<file path="config.mk">
export PLATFORM = sky130hd
export DESIGN_NAME = serialize_arbiter
export DESIGN_NICKNAME = d
export VERILOG_FILES = /design/src/rtl/serialize_pkg.sv /design/src/rtl/serialize_arbiter_rr_pick.sv /design/src/rtl/serialize_arbiter.sv
export SDC_FILE = /design/constraint.sdc
export NUM_CORES = 1
export LEC_CHECK = 0
export BUFFER_PORTS_ARGS = -buffer_cell sky130_fd_sc_hd__buf_2
export CORE_MARGIN = 3
export CORE_UTILIZATION = 30
export DETAILED_ROUTE_END_ITERATION = 7
export HOLD_SLACK_MARGIN = 0.15
export SYNTH_ARGS = -nofsm -noshare
export SYNTH_HDL_FRONTEND = slang
export SYNTH_HIERARCHICAL = 1
export SYNTH_SLANG_ARGS = --single-unit
</file>
<file path="constraint.sdc">
create_clock -name clock -period 3.49 [get_ports clock]
set_input_delay 0.349 -clock clock [delete_from_list [all_inputs] [get_ports clock]]
set_output_delay 0.349 -clock clock [all_outputs]
set_load 0.1 [all_outputs]
</file>
<file path="src/rtl/serialize_pkg.sv">
// serialize_pkg
//   Shared types and width helpers for serialize_arbiter, its round-robin
//   picker and its testbench.
//   - state_t : arbiter FSM state (IDLE waits for a grant, BUSY emits elements)
//   - idx_w   : index width for a count of n items (at least 1 bit)
//   - res_w   : result word width {requester idx, element idx, value}
package serialize_pkg;

   typedef enum logic {
      IDLE = 1'b0,
      BUSY = 1'b1
   } state_t;

   function automatic int idx_w(input int n);
      return (n < 2) ? 1 : $clog2(n);
   endfunction

   function automatic int res_w(input int reqn, input int argn, input int argw);
      return idx_w(reqn) + idx_w(argn) + argw;
   endfunction

endpackage

</file>
<file path="src/rtl/serialize_arbiter_rr_pick.sv">
// rr_pick
//   Combinational round-robin picker. Searches valid[] starting at ptr and
//   wrapping modulo N; the first set bit wins.
//   Ports:
//     valid  in  N    request vector
//     ptr    in  PW   highest-priority index this round (always < N)
//     grant  out N    one-hot grant, zero when nothing is valid
//     idx    out PW   binary index of the granted requester
//     any    out 1    at least one requester is valid
module rr_pick
   import serialize_pkg::*;
#(
   parameter int N  = 4,
   localparam int PW = idx_w(N)
) (
   input  logic [N-1:0]  valid,
   input  logic [PW-1:0] ptr,
   output logic [N-1:0]  grant,
   output logic [PW-1:0] idx,
   output logic          any
);

   // One spare bit so ptr+i can exceed N before the explicit wrap; N need
   // not be a power of two, so plain truncation would be wrong.
   logic [PW:0]   sum;
   logic [PW-1:0] cand;

   always_comb begin
      grant = '0;
      idx   = '0;
      any   = 1'b0;
      sum   = '0;
      cand  = '0;
      for (int i = 0; i < N; i++) begin
         sum = {1'b0, ptr} + (PW+1)'(i);
         if (sum >= (PW+1)'(N)) begin
            sum = sum - (PW+1)'(N);
         end
         cand = sum[PW-1:0];
         if (!any && valid[cand]) begin
            any         = 1'b1;
            grant[cand] = 1'b1;
            idx         = cand;
         end
      end
   end

endmodule

</file>
<file path="src/rtl/serialize_arbiter.sv">
// serialize_arbiter
//   Shares one serial result stream between REQN vector requesters. A
//   round-robin grant captures one whole ARGN-element vector, which is then
//   emitted one element per handshake as {requester, element index, value}.
//   Optional feature macro: SERIALIZE_ARBITER_LAST_EN adds res_last.
//   Handshake: a transfer happens on a cycle where valid and ready are both
//   high at the rising clock edge; valid never depends on ready, and data is
//   held stable while valid is high and ready is low.
//   Ports:
//     clock      in   1               rising-edge clock
//     reset      in   1               synchronous, active-low
//     arg_valid  in   REQN            per-requester vector valid
//     arg_data   in   REQN*ARGN*ARGW  [REQN-1:0][ARGN-1:0][ARGW-1:0] vectors
//     arg_ready  out  REQN            one-hot accept, only in IDLE
//     res_valid  out  1               result element valid
//     res_data   out  RESW            {req idx, elem idx, value}
//     res_ready  in   1               downstream accepts result
//     dbg_state  out  1               FSM state (1 = BUSY)
//     res_last   out  1               last element flag (macro builds only)
module serialize_arbiter
   import serialize_pkg::*;
#(
   parameter int ARGW = 16,
   parameter int ARGN = 4,
   parameter int REQN = 4,
   localparam int RESW = res_w(REQN, ARGN, ARGW)
) (
   input  logic                     clock,
   input  logic                     reset,
   input  logic [REQN-1:0]          arg_valid,
   input  logic [REQN*ARGN*ARGW-1:0] arg_data,
   output logic [REQN-1:0]          arg_ready,
   output logic                     res_valid,
   output logic [RESW-1:0]          res_data,
   input  logic                     res_ready,
   output logic                     dbg_state
`ifdef SERIALIZE_ARBITER_LAST_EN
   ,
   output logic                     res_last
`endif
);

   localparam int PW = idx_w(REQN);
   localparam int KW = idx_w(ARGN);

   logic [REQN-1:0][ARGN-1:0][ARGW-1:0] arg_vecs;
   assign arg_vecs = arg_data;

   state_t                    state, state_nxt;
   logic [PW-1:0]             ptr, ptr_nxt;
   logic [PW-1:0]             req;
   logic [KW-1:0]             k, k_nxt;
   logic [ARGN-1:0][ARGW-1:0] vec;
   logic                      load;

   logic [REQN-1:0] grant;
   logic [PW-1:0]   gidx;
   logic            gany;

   rr_pick #(.N(REQN)) u_pick (
      .valid (arg_valid),
      .ptr   (ptr),
      .grant (grant),
      .idx   (gidx),
      .any   (gany)
   );

   // A grant only exists for a valid requester, so in IDLE gany alone
   // means the granted vector transfers this cycle.
   always_comb begin
      state_nxt = state;
      ptr_nxt   = ptr;
      k_nxt     = k;
      load      = 1'b0;
      arg_ready = '0;
      case (state)
         IDLE: begin
            arg_ready = grant;
            if (gany) begin
               load      = 1'b1;
               k_nxt     = '0;
               state_nxt = BUSY;
            end
         end
         BUSY: begin
            if (res_ready) begin
               if (k == KW'(ARGN-1)) begin
                  state_nxt = IDLE;
                  k_nxt     = '0;
                  ptr_nxt   = (req == PW'(REQN-1)) ? '0 : req + PW'(1);
               end else begin
                  k_nxt = k + KW'(1);
               end
            end
         end
         default: state_nxt = IDLE;
      endcase
   end

   always_ff @(posedge clock) begin
      if (!reset) begin
         state <= IDLE;
         ptr   <= '0;
         k     <= '0;
         req   <= '0;
         vec   <= '0;
      end else begin
         state <= state_nxt;
         ptr   <= ptr_nxt;
         k     <= k_nxt;
         if (load) begin
            req <= gidx;
            vec <= arg_vecs[gidx];
         end
      end
   end

   // Outputs come straight from registers; forced to zero outside BUSY.
   assign res_valid = (state == BUSY);
   assign res_data  = res_valid ? {req, k, vec[k]} : '0;
   assign dbg_state = (state == BUSY);

`ifdef SERIALIZE_ARBITER_LAST_EN
   assign res_last = res_valid && (k == KW'(ARGN-1));
`endif

endmodule

</file>
**Yosys cells after proc, flatten, opt, wreduce, memory -nomap -nowiden**

Cells that the tools add are included.
Widths: inputs -> output; s select.

- Bits in latches: 0
- Bits in read-only memories: 0
- Register bits: 71
- Memories: 0
- RAM bits: 0
- Bits of input ports: 263

- Reduce and logical (&&, ||, !) cells: 12
- Mux-type cells: 48
- Bitwise operators: 4
- Divide/modulo/power cells: 0
- Magnitude comparators: 14
- Shifts and indexed selects: 0
- Equal/unequal tests: 4
- Multiply operators: 0
- Add/subtract/negate cells: 9

Operators by type and width:

| operator | count |
|---|---|
| $bmux 64 s2 | 1 |
| $mux 64 | 1 |
| $bmux 16 s2 | 1 |
| $mux 2 | 12 |
| $mux 20 | 1 |
| $mux 4 | 5 |
| $lt 2x3->1 const B | 6 |
| $mux 1 | 16 |
| $mux 16 | 1 |
| $or 4x4->4 | 3 |
| $ge 3x3->1 const B | 3 |
| $bmux 1 s2 | 4 |
| $demux 1 s2 | 4 |
| $ge 2x1->1 const B | 4 |
| $sub 2x1->2 const B | 4 |
| $logic_and 1x1->1 | 7 |
| $add 2x2->3 const B | 2 |
| $add 2x1->2 const B | 2 |
| $eq 2x2->1 const B | 2 |
| $ne 2x2->1 const B | 2 |
| $pmux 2 s2 | 1 |
| $add 2x1->3 const B | 1 |
| $ge 2x3->1 const B | 1 |
| $logic_not 1->1 | 3 |
| 4 further kinds | 4 |

**Depth between registers and ports, before layout**

- Depth in word-level cells: 16
- Mapped depth: 14

**Hierarchy**

The synthesis kept the hierarchy.

By module, submodules not included:

| module | cells each | area each (µm²) | instances |
|---|---|---|---|
| serialize_arbiter | 436 | 4,629.4 | 1 |
| rr_pick | 45 | 421.7 | 1 |

**Worst setup path before layout**

No wires, ideal clock.

- Path kind: reg-to-output
- Start point: reg ptr[0]
- End point: out arg_ready[0]
- Stages on the path, launching flop included: 10
- Arrival: 3.240 ns
- Setup slack: -0.099 ns
- Buffers on the path: 2
- Path through: dfxtp_1 -> buf_6 -> inv_1 -> ha_1 -> mux4_2 -> buf_6 -> nor4b_4 -> a22oi_1 -> o21ai_0 -> nor2b_1

- Word-level cells in the longest chain between the ends: 15
- Elaborated cells between the ends (all ways): 60
- Classes of those cells: add/sub: 7; order compare: 12; mux: 28; bitwise: 3; reduce/logical: 10

Ends and longest elaborated chain:

| item | RTL line | RTL |
|---|---|---|
| start: declaration | serialize_arbiter.sv:50 | `logic [PW-1:0] ptr, ptr_nxt;` |
| start signal: assignment | serialize_arbiter.sv:109 | `ptr <= ptr_nxt;` |
| parallel branches: the longest is 13 deep, another holds $add 2x1->3 | - |  |
| $mux 4 (*) | serialize_arbiter_rr_pick.sv:40 | `if (!any && valid[cand]) begin` |
| named net grant[0] | serialize_arbiter.sv:56 | `logic [REQN-1:0] grant;` |
| $mux 4 (*) | serialize_arbiter.sv:76 | `case (state)` |
| end: declaration | serialize_arbiter.sv:32 | `output logic [REQN-1:0] arg_ready,` |

Mark *: on every way through the listed nets, which the timed path passes. The select of a mux whose other input is x is not followed.

**Worst setup path after layout**

- Start point: reg ptr[0]
- End point: out arg_ready[3]

The elaborated chain is that of the path after synthesis.

==> summary.txt <==
GR Util met3 -> 3.75%
CP cell instances -> buf_4, mux4_2, nor4b_4, a22oi_1, o21ai_0, nor2b_2, buf_2
Total gr overflow -> 0
H-tree levels -> 3
Gate power share -> 25.7%
Via count -> 4,809
Antenna Cells -> 0
Sink Count -> 71
Final Max Slew Viols -> 0
Met2 Resource Use GR -> 31.7%
Total CTS buffers -> 9
Final estimated routing congestion in global placement -> 0.774
Sequential Area -> 0.00142 mm^2
Fin crit share -> 89.2%
Status -> complete, no violations
# fillers -> 1,584
CP max stage delay -> 0.68 ns
HP Class -> in -> reg
Syn_nets -> 751
WP depth -> 7
First-pass detailed-route iteration total -> 4
CTS Buffer Depth -> 2
Yosys warnings -> 6
Setup crit end kind -> output pin
Slowest cell on crit path -> mux4_2
Max cap viols -> 0
Die outline area -> 0.0184 mm^2
Period minus WS final -> 3.11 ns
PD cells -> 376 mW/mm^2
R2R cell count -> 9
Synth-to-layout area growth -> 40.4%
WHS Path Cells -> 4
Post-route cell area -> 0.00709 mm^2
Largest net degree at the start of global routing -> 47
Final core utilization -> 43.8%
Initial DRC count -> 152
Final Hold Viols -> 0
Syn Area/Cell -> 10.5 um^2
Slew headroom -> 65.5%
Cells after Synth -> 481
Synthesized flop and latch total -> 71
Number of global-route vias before repair -> 4,802
NetSw -> 754 uW
Clk Latency, worst-skew pair -> 0.33 ns
WP data arrival -> 2.76 ns
Post-DP HPWL -> 13.9 mm
Met1 Use GR -> 21.8%
Routed Wire Length -> 17.0 mm
IO Pins -> 289
Gates resized, CTS repair -> 0
First-pass GRT wire length -> 25.2 mm
Routed length per instance -> 17.4 um
Nature of the critical path startpoint -> flip-flop
Top delay family on crit path -> multiplexers
CTS Root Cell -> clkbuf_16
Maximum VDD drop -> 0.302 mV
Placement Cell Area -> 0.00675 mm^2
Register area share after synthesis -> 28.1%
Leakage -> 0.00377 uW
Buffers on Ports -> 288
Final setup fails -> 0
RSZ-0062 raised after global routing -> no
Peak Freq -> 321 MHz
Initial antenna violation count -> 0
Worst hold margin -> 0.359 ns
Post-CTS Setup Repair Bufs -> 0
# hold bufs at CTS -> 0
Int Pwr -> 1910 uW
Busiest metal layer after global routing -> met2
Row count -> 46
CORE AREA -> 0.0162 mm^2
Clock group share of total power -> 39.0%
Synthesized cell area -> 0.00505 mm^2
Critical path peak fanout -> 13
Via density -> 4.92
Clk_skew -> 0.00497 ns
Die H -> 136 um
Synth cell types -> 41
Fin Setup TNS -> 0 ns
Nets@finish -> 1,026
DRC -> 0
Most frequent cells in the layout -> buf_2, mux2i_1, dfxtp_1, o22ai_1, a21o_1
Seq pwr share -> 35.3%
Buffers & Inverters on Critical Path -> 2
Sw frac -> 28.3%
Most common cell after layout, fill and taps aside -> buf_2
Share of layout cells above drive strength 1 -> 45.6%
Area of the multi-input gates -> 0.00333 mm^2
Clock-pin slew on the worst setup and hold paths -> 0.06 ns
Die W -> 136 um
Worst-Margin Slew -> 0.521 ns
Total Power -> 2670 uW
Crit path required time -> 3.14 ns
Total track usage -> 17.7%
Crit Path Class -> reg -> out
Number of routed nets with antenna violations -> 0
CTS tree -> built
Initial Util -> 31.2%
-- cells in the mapped netlist, drive strengths merged --
cell | n | share of area (%)
mux2i | 134 | 27
dfxtp | 71 | 28
a21o | 63 | 9.4
o22ai | 63 | 7.8
buf | 42 | 5.8
and2 | 20 | 2.5
mux4 | 20 | 9.7
nor2b | 12 | 1.5
a22oi | 8 | 1.2
ha | 7 | 1.7
clkbuf | 6 | 0.87
nor2 | 6 | 0.45
o21ai | 5 | 0.50
inv | 3 | 0.22
a32oi | 2 | 0.35
nand2b | 2 | 0.25
a211o | 1 | 0.17
a21boi | 1 | 0.15
a32o | 1 | 0.20
and2b | 1 | 0.17
mux2 | 1 | 0.22
nand2 | 1 | 0.074
nand3 | 1 | 0.099
nand4b | 1 | 0.17
nand4bb | 1 | 0.22
nor3 | 1 | 0.099
nor4 | 1 | 0.12
nor4b | 1 | 0.47
o211a | 1 | 0.20
o211ai | 1 | 0.15
o221ai | 1 | 0.17
o31ai | 1 | 0.15
or3 | 1 | 0.12
-- power groups by stage --
stage	combinational, uW	sequential (uW)	clock [uW]
after detailed placement	694	958	0
final	686	940	1040
after global routing	746	947	1100
after floorplan	451	928	0
after global placement	691	959	0
after CTS	695	941	1060
-- worst reg2reg max path, stage by stage (launching register included) --
cell and delay, ns:
dfxtp_1 0.32, buf_4 0.21, mux4_2 0.68, nor4b_4 0.41, nor2_1 0.09, a32o_1 0.26, nand4bb_4 0.40, buf_4 0.33
o22ai_1 0.23, a21o_1 0.10
-- stage by stage --
stage | cells | setup WS, ns
finish | 977 | 0.376
global route | 977 | 0.159
detailed placement | 961 | 0.365
floorplan | 481 | 0.422
CTS | 977 | 0.346
global placement | 961 | 0.469
-- worst paths after layout --
kind	startpoint	endpoint	slack, ns
worst max-delay path	ptr[0]	arg_ready[3]	0.38
worst max register to register	ptr[0]	vec[25]	0.40
worst min register to register	vec[42]	vec[42]	0.44
worst min-delay path	arg_data[144]	vec[16]	0.36
-- registers in the layout (all words and copies together) (netlist names) --
signal,cells
dbg_state,1
k,2
ptr,2
req,2
vec,64
-- layer usage --
metal  share of wire (%)  vias to the layer above  routed length (um)
met1                  43                     2202                7280
li1                    -                     2423                   -
met5                   0                        -                   0
met2                  50                      172                8500
met4                 1.1                        0                 191
met3                 6.2                       12                1060
-- logic make-up after synthesis --
group           share of synthesized area, %
fa+ha+maj                               1.73
simple gates                            6.29
compound gates                          20.4
mux                                     36.5
buf+inv                                 6.94
flops                                   28.1
-- final cells by class --
cell class	instances	area share, %
clock buffers	11	3.28
clock inverters	5	1.50
inverters	3	0.159
multi-input cells	359	46.9
flip-flops and latches	71	20.0
well taps	216	3.81
repair buffers	312	24.3
Power figures use the tool's default switching activity.
